`src/rtl/fp_minmax_reducer.sv`:
```
// Streaming signed floating-point min/max reducer: per-frame extrema values, indices and count.
// Define FP_MINMAX_NAN_CHECK_EN to exclude NaNs from ordering and report them on out_nan.
module fp_minmax_reducer #(
    parameter int DATA_WIDTH = 32,
    parameter int EXP_WIDTH  = 8,
    parameter int IDX_WIDTH  = 16
) (
    input  logic                  clk,
    input  logic                  rst,
    input  logic [DATA_WIDTH-1:0] in_data,
    input  logic                  in_valid,
    output logic                  in_ready,
    input  logic                  in_last,
    output logic [DATA_WIDTH-1:0] out_max,
    output logic [DATA_WIDTH-1:0] out_min,
    output logic [IDX_WIDTH-1:0]  out_max_idx,
    output logic [IDX_WIDTH-1:0]  out_min_idx,
    output logic [IDX_WIDTH-1:0]  out_count,
    output logic                  out_nan,
    output logic                  out_valid,
    input  logic                  out_ready
);

    localparam int MAG_WIDTH  = DATA_WIDTH - 1;
    localparam int MANT_WIDTH = DATA_WIDTH - 1 - EXP_WIDTH;
    localparam logic [IDX_WIDTH-1:0] IDX_MAX = '1;

    typedef enum logic [1:0] {
        S_IDLE  = 2'd0,
        S_ACCUM = 2'd1,
        S_HOLD  = 2'd2
    } state_e;

    // Sign-magnitude to unsigned-comparable key; both zeros share the +0 key.
    function automatic logic [DATA_WIDTH-1:0] order_key(input logic [DATA_WIDTH-1:0] v);
        logic [MAG_WIDTH-1:0] mag;
        mag = v[MAG_WIDTH-1:0];
        if (mag == '0)
            return {1'b1, {MAG_WIDTH{1'b0}}};
        else if (v[DATA_WIDTH-1])
            return {1'b0, ~mag};
        else
            return {1'b1, mag};
    endfunction

    function automatic logic [IDX_WIDTH-1:0] sat_inc(input logic [IDX_WIDTH-1:0] c);
        return (c == IDX_MAX) ? c : c + IDX_WIDTH'(1);
    endfunction

    state_e                state_q, state_d;
    logic [DATA_WIDTH-1:0] max_q, max_d;
    logic [DATA_WIDTH-1:0] min_q, min_d;
    logic [IDX_WIDTH-1:0]  max_idx_q, max_idx_d;
    logic [IDX_WIDTH-1:0]  min_idx_q, min_idx_d;
    logic [IDX_WIDTH-1:0]  count_q, count_d;

    logic                  accept;
    logic [DATA_WIDTH-1:0] in_key;
    logic                  upd_max;
    logic                  upd_min;

    assign in_ready  = (state_q != S_HOLD);
    assign out_valid = (state_q == S_HOLD);
    assign accept    = in_valid & in_ready;
    assign in_key    = order_key(in_data);
    // Strict comparisons so ties and equal keys keep the earliest element.
    assign upd_max   = in_key > order_key(max_q);
    assign upd_min   = in_key < order_key(min_q);

`ifdef FP_MINMAX_NAN_CHECK_EN
    localparam logic [DATA_WIDTH-1:0] QNAN =
        {1'b0, {EXP_WIDTH{1'b1}}, 1'b1, {(MANT_WIDTH-1){1'b0}}};

    logic nan_q, nan_d;
    logic have_q, have_d;
    logic in_nan;

    assign in_nan  = (in_data[DATA_WIDTH-2 -: EXP_WIDTH] == {EXP_WIDTH{1'b1}}) &&
                     (in_data[MANT_WIDTH-1:0] != '0);
    assign out_nan = nan_q;
`else
    assign out_nan = 1'b0;
`endif

    always_comb begin
        state_d   = state_q;
        max_d     = max_q;
        min_d     = min_q;
        max_idx_d = max_idx_q;
        min_idx_d = min_idx_q;
        count_d   = count_q;
`ifdef FP_MINMAX_NAN_CHECK_EN
        nan_d     = nan_q;
        have_d    = have_q;
`endif
        case (state_q)
            S_IDLE: begin
                if (accept) begin
                    count_d   = IDX_WIDTH'(1);
                    max_idx_d = '0;
                    min_idx_d = '0;
                    state_d   = in_last ? S_HOLD : S_ACCUM;
`ifdef FP_MINMAX_NAN_CHECK_EN
                    // A leading NaN parks the canonical qNaN until a real value arrives.
                    nan_d  = in_nan;
                    have_d = !in_nan;
                    max_d  = in_nan ? QNAN : in_data;
                    min_d  = in_nan ? QNAN : in_data;
`else
                    max_d  = in_data;
                    min_d  = in_data;
`endif
                end
            end
            S_ACCUM: begin
                if (accept) begin
                    count_d = sat_inc(count_q);
                    state_d = in_last ? S_HOLD : S_ACCUM;
`ifdef FP_MINMAX_NAN_CHECK_EN
                    if (in_nan) begin
                        nan_d = 1'b1;
                    end else if (!have_q) begin
                        have_d    = 1'b1;
                        max_d     = in_data;
                        min_d     = in_data;
                        max_idx_d = count_q;
                        min_idx_d = count_q;
                    end else begin
                        if (upd_max) begin
                            max_d     = in_data;
                            max_idx_d = count_q;
                        end
                        if (upd_min) begin
                            min_d     = in_data;
                            min_idx_d = count_q;
                        end
                    end
`else
                    if (upd_max) begin
                        max_d     = in_data;
                        max_idx_d = count_q;
                    end
                    if (upd_min) begin
                        min_d     = in_data;
                        min_idx_d = count_q;
                    end
`endif
                end
            end
            S_HOLD: begin
                if (out_ready) begin
                    state_d = S_IDLE;
                    count_d = '0;
                end
            end
            default: state_d = S_IDLE;
        endcase
    end

    always_ff @(posedge clk or posedge rst) begin
        if (rst) begin
            state_q   <= S_IDLE;
            max_q     <= '0;
            min_q     <= '0;
            max_idx_q <= '0;
            min_idx_q <= '0;
            count_q   <= '0;
`ifdef FP_MINMAX_NAN_CHECK_EN
            nan_q     <= 1'b0;
            have_q    <= 1'b0;
`endif
        end else begin
            state_q   <= state_d;
            max_q     <= max_d;
            min_q     <= min_d;
            max_idx_q <= max_idx_d;
            min_idx_q <= min_idx_d;
            count_q   <= count_d;
`ifdef FP_MINMAX_NAN_CHECK_EN
            nan_q     <= nan_d;
            have_q    <= have_d;
`endif
        end
    end

    assign out_max     = max_q;
    assign out_min     = min_q;
    assign out_max_idx = max_idx_q;
    assign out_min_idx = min_idx_q;
    assign out_count   = count_q;

endmodule

```
`config.mk`:
```
export PLATFORM = sky130hd
export DESIGN_NAME = fp_minmax_reducer
export DESIGN_NICKNAME = d
export VERILOG_FILES = /design/src/rtl/fp_minmax_reducer.sv
export SDC_FILE = /design/constraint.sdc
export NUM_CORES = 1
export LEC_CHECK = 0
export CORE_MARGIN = 2
export CORE_UTILIZATION = 53
export CTS_CLUSTER_SIZE = 30
export DETAILED_ROUTE_END_ITERATION = 12
export GPL_TIMING_DRIVEN = 0
export PLACE_DENSITY = 0.82
export SYNTH_ARGS = -nofsm -noshare
export SYNTH_HDL_FRONTEND = slang
export SYNTH_SLANG_ARGS = --single-unit
```
`constraint.sdc`:
```
create_clock -name clk -period 5.3 [get_ports clk]
set_input_delay 1.325 -clock clk [delete_from_list [all_inputs] [get_ports clk]]
set_output_delay 1.325 -clock clk [all_outputs]
set_load 0.02 [all_outputs]
```
-- Word-level counts from Yosys, hierarchy flattened
Cells that the tools add are included.
- input port bits: 37
- register bits: 114
- memory bits (read-only): 0
- bits in latches: 0
- output and inout bits: 115
- memory bits (writable): 0
- memories kept: 0
- bitwise logic cells: 4
- add/subtract/negate cells: 1
- divide/modulo/power cells: 0
- multipliers: 0
- multiplexer cells: 29
- reductions and logical operators: 11
- shift operators: 0
- order comparisons: 2
- equality and inequality tests: 11
- operators with widths (kind ; number):
    $mux W32 ; 11
    $mux W16 ; 9
    $pmux W32 S2 ; 2
    $logic_not A31 Y1 ; 3
    $not A31 Y31 ; 3
    $pmux W16 S2 ; 2
    $pmux W16 S3 ; 1
    $gt A32 B32 Y1 ; 1
    $lt A32 B32 Y1 ; 1
    $add A16 B1 Y16 const B ; 1
    $eq A16 B16 Y1 const B ; 1
    $ne A2 B2 Y1 const B ; 6
    $reduce_and A4 Y1 ; 2
    $mux W2 ; 3
    $reduce_and A5 Y1 ; 1
    $ne A2 B1 Y1 const B ; 2
    $pmux W2 S2 ; 1
    $reduce_bool A3 Y1 ; 1
    $eq A2 B1 Y1 const B ; 1
    $eq A2 B2 Y1 const B ; 1
    $logic_not A2 Y1 ; 1
    $reduce_and A2 Y1 ; 1
    $reduce_bool A2 Y1 ; 1
    $reduce_or A2 Y1 ; 1
    $and A1 B1 Y1 ; 1

-- Longest topological paths before layout
- depth in word-level cells: 7
- gate-level depth with buffers: 17
- gate-level depth less buffers: 13

-- Least setup slack after synthesis
No wires, ideal clock.
- path kind: input port to flip-flop
- start: input in_data[3]
- end: register min_q[0], in the netlist out_min[0]
- data arrival time: 4.799 ns
- data required time: 5.175 ns
- cell stages on the path: 16
- setup slack: 0.376 ns
- path through: nor4_1 nand4_1 nor2_1 clkbuf_1 clkbuf_1 nor2_1 ha_1 nand4_1 or4_1 nor2_1 a32o_1 a2111oi_2 o21ai_2 a21o_1 buf_2 mux2_2
- longest elaborated chain between the ends: 6
- ends and longest elaborated chain (item ; RTL line ; RTL):
    start, declared ; 10 ; input logic [DATA_WIDTH-1:0] in_data,
    branches (longest 2 deep; another with $logic_not A31 Y1) ; n/a ;
    $mux W32 (*) ; 38 ; if (mag == '0)
    $lt A32 B32 Y1 (*) ; 68 ; assign upd_min = in_key < order_key(min_q);
    $ne A2 B2 Y1 (no line) (*) ; n/a ;
    $reduce_and A4 Y1 (no line) (*) ; n/a ;
    end signal, assigned ; 175 ; min_q <= min_d;
    end, declared ; 52 ; logic [DATA_WIDTH-1:0] min_q, min_d;
Every way passes the cells marked *.
A chain may end at the register's enable or synchronous reset.

-- Worst setup path in the final report
- start: input in_data[1]
- end: register min_q[30], in the netlist out_min[30]
Same word-level chain as after synthesis.

==> out/summary.txt <==
status: complete, no violations
number of fillers in the final layout: 993
Hold Vio Cnt, Final: 0
RR Startpoint: out_min[3]$_DFFE_PP0P_
Rel. slew slack: 43.3%
placer congestion estimate: 0.896
HP Start: out_min_idx[10]$_DFFE_PP0P_
io pins: 152
CTS tree: yes
core area: 13,900 um^2
pin count of the biggest net entering global routing: 75
DRT Wirelength: 22,000 um
Synth Flop Type: dfrtp_1
hold depth: 1
fin util: 73.0%
CP arrival: 5.54 ns
footprint of the multi-input gates: 4520 um^2
Post-Synthesis Cells: 741
cell area power density: 669 nW/um^2
Slew Viols, Final: 0
die height: 123 um
Starting Density: 54.1%
Cell Area, Synth: 7510 um^2
f_max: 191 MHz
synth unique cells: 60
Synth Register Bits: 114
CP Data Required Time: 5.60 ns
Yosys warning total: 0
post-synthesis sequential area ratio: 38.0%
DP HPWL: 15,400 um
storage element area: 2850 um^2
critical path class: primary input to flop
area of placed instances: 9260 um^2
clk slew on worst S/H paths: 0.06 ns
DRC: 0
std cell rows: 43
Final Setup Violations: 0
CTS root buffer: clkbuf_16
GRT Residual Overflow: 0
Design Area, Final: 10,100 um^2
cell taking the most area after synthesis: dfrtp_1
EDFF count, synth: 0
crit-path max FO: 10
Pre-antenna DRT Iters: 5
ys async rst share: 100%
Leakage: 4.62 nW
die area: 15,100 um^2
Synth area leaders: dfrtp_1 38%, ha_1 11%, mux2_2 9.1%
R2R setup slack: 0.62 ns
1st-iter DRT viols: 478
fraction of layout cells with a size suffix above 1: 16.0%
VDD IR max: 0.000393 V
CP Capture Type: flop
# Max-Cap Violations: 0
Setup Skew: 0.0128 ns
clock sinks: 114
syn_area_per_cell: 10.1 um^2
mean number of vias per cell: 5.92
Final period util: 98.8%
worst reg2reg path depth: 18
DR vias: 6,595
die width: 123 um
Power Total: 6.78 mW
startpoint types: primary input
total routing usage reported by global routing: 29.2%
initial antenna violation count: 1
post-route ant nets: 0
Hold Buf Count CTS: 0
worst-margin pin slew: 0.850 ns
Final min period: 5.24 ns
vias in the first global route: 6,361
hold slack: 0.505 ns
terminus of the critical flop-to-flop path: out_min[30]$_DFFE_PP0P_
Synth-to-Final Area Change: 34.9%
nets@finish: 1,023
H-tree Lvls: 4
buffers added on ports: 149
top-area cell type share of the netlist area: 38.0%
Worst Hold Class: flop to flop
first-pass GRT wire length: 33,800 um
CTS Buffer Depth: 2
wire per inst: 19.8 um
Worst-Skew Late Latency: 0.43 ns
Syn Nets: 844
Worst Hold Path EP: out_min_idx[10]$_DFFE_PP0P_
TritonCTS buffer count: 17
==> critical path, cell delays in order <==
cell             delay [ns]
clkdlybuf4s50_1        0.54
nor4_4                 0.25
nand4_1                0.26
nor2_4                 0.22
clkbuf_4               0.24
nor2_1                 0.10
ha_1                   0.33
nand4_1                0.18
or4_1                  0.59
nor2_1                 0.13
a32o_1                 0.21
a2111oi_2              0.08
o21ai_2                0.24
buf_4                  0.17
a21oi_4                0.06
buf_12                 0.18
buf_6                  0.14
mux2_2                 0.28
==> synth_stat cells, types with 8 or more instances <==
cell,instances
nor4_1,23
a22o_1,31
nand4_1,20
dfrtp_1,114
a21oi_1,20
inv_1,8
ha_1,66
o21ai_0,20
nand3_1,13
nand2_1,85
mux2_2,61
xnor2_1,34
xor2_1,66
nor2_1,54
clkbuf_1,23
==> sequential cells by signal, indices dropped and copies added (netlist names) <==
name and count:
out_max 32, out_min 32, out_count 16, out_max_idx 16, out_min_idx 16, state_q 2
==> what timing repair did <==
item | 4_1_cts | 5_1_grt
gates resized for setup | 18 | 39
endpoints found under the setup margin | 96 | 95
cloned | 0 | 2
pin swaps | 5 | 8
buffers inserted | 5 | 3
==> per-layer routing <==
metal	up-vias	wire length [um]	global-route usage, %
met5	-	0	0
met4	0	608	9.80
met3	51	1610	7.98
met2	261	10600	47.3
met1	3247	9220	37.8
li1	3036	-	-
==> worst max path at each step <==
| stage | startpoint | to | slack [ns] | cells past startpoint |
|---|---|---|---|---|
| after CTS | in_data[10] | out_max[9]$_DFFE_PP0P_ | 0.008 | 18 |
| after global placement | in_data[4] | out_min[7]$_DFFE_PP0P_ | -1.38 | 17 |
| final | in_data[1] | out_min[30]$_DFFE_PP0P_ | 0.06 | 18 |
| after floorplan | in_data[3] | out_min[0]$_DFFE_PP0P_ | 0.38 | 16 |
| after global routing | in_data[9] | out_min[30]$_DFFE_PP0P_ | -0.1 | 18 |
| after detailed placement | in_data[26] | out_min[14]$_DFFE_PP0P_ | -1.43 | 17 |
==> kinds of logic after synthesis <==
kind of cell	after synthesis	share of synthesized area, %
compound gates	117	11.7
simple gates	228	14.4
flops	114	38.0
xor+xnor	100	11.7
other cells	1	0.0499
mux	65	9.73
fa+ha+maj	67	11.1
buf+inv	49	3.31
==> metrics by stage <==
stage               setup slack [ns]  instances  setup TNS, ns
finish                        0.0617       1114              0
global placement               -1.38       1070        -194.51
CTS                          0.00795       1108              0
global route                 -0.0955       1113          -1.96
floorplan                      0.376        741              0
detailed placement             -1.43       1071        -125.19
==> where the power goes <==
part / switching [mW] / internal [mW] / leakage, nW / total, mW
clock: 0.439 / 0.648 / 0.264 / 1.09
combinational: 2.15 / 2.00 / 2.91 / 4.15
sequential: 0.385 / 1.16 / 1.44 / 1.54
total: 2.98 / 3.80 / 4.62 / 6.78
==> layout by cell type (no fill, tap or decap), types with 4 or more instances in the layout <==
cell	count
clkdlybuf4s50_1	128
dfrtp_1	114
nand2_1	85
xor2_1	66
ha_1	66
mux2_2	61
nor2_1	51
xnor2_1	34
a22o_1	31
nand4_1	20
clkbuf_1	20
a21oi_1	20
o21ai_0	20
clkbuf_16	19
dlymetal6s2s_1	18
nor4_1	16
nand3_1	13
buf_4	10
inv_1	7
a21o_1	7
buf_1	7
and3_1	6
and4_1	5
o31ai_1	5
buf_6	5
nor4_2	4
nor2b_1	4
buf_8	4
and2_1	4
clkinvlp_4	4
inv_6	4
==> layout make-up <==
class | count | area share, %
inverter | 8 | 0.321
multi-input combinational | 578 | 44.6
sequential | 114 | 28.2
tap | 180 | 2.22
clock buffer | 18 | 4.24
antenna | 1 | 0.0247
timing repair buffer | 160 | 16.6
clock inverter | 14 | 1.30
buffer | 41 | 2.49
Power figures use the tool's default switching activity.
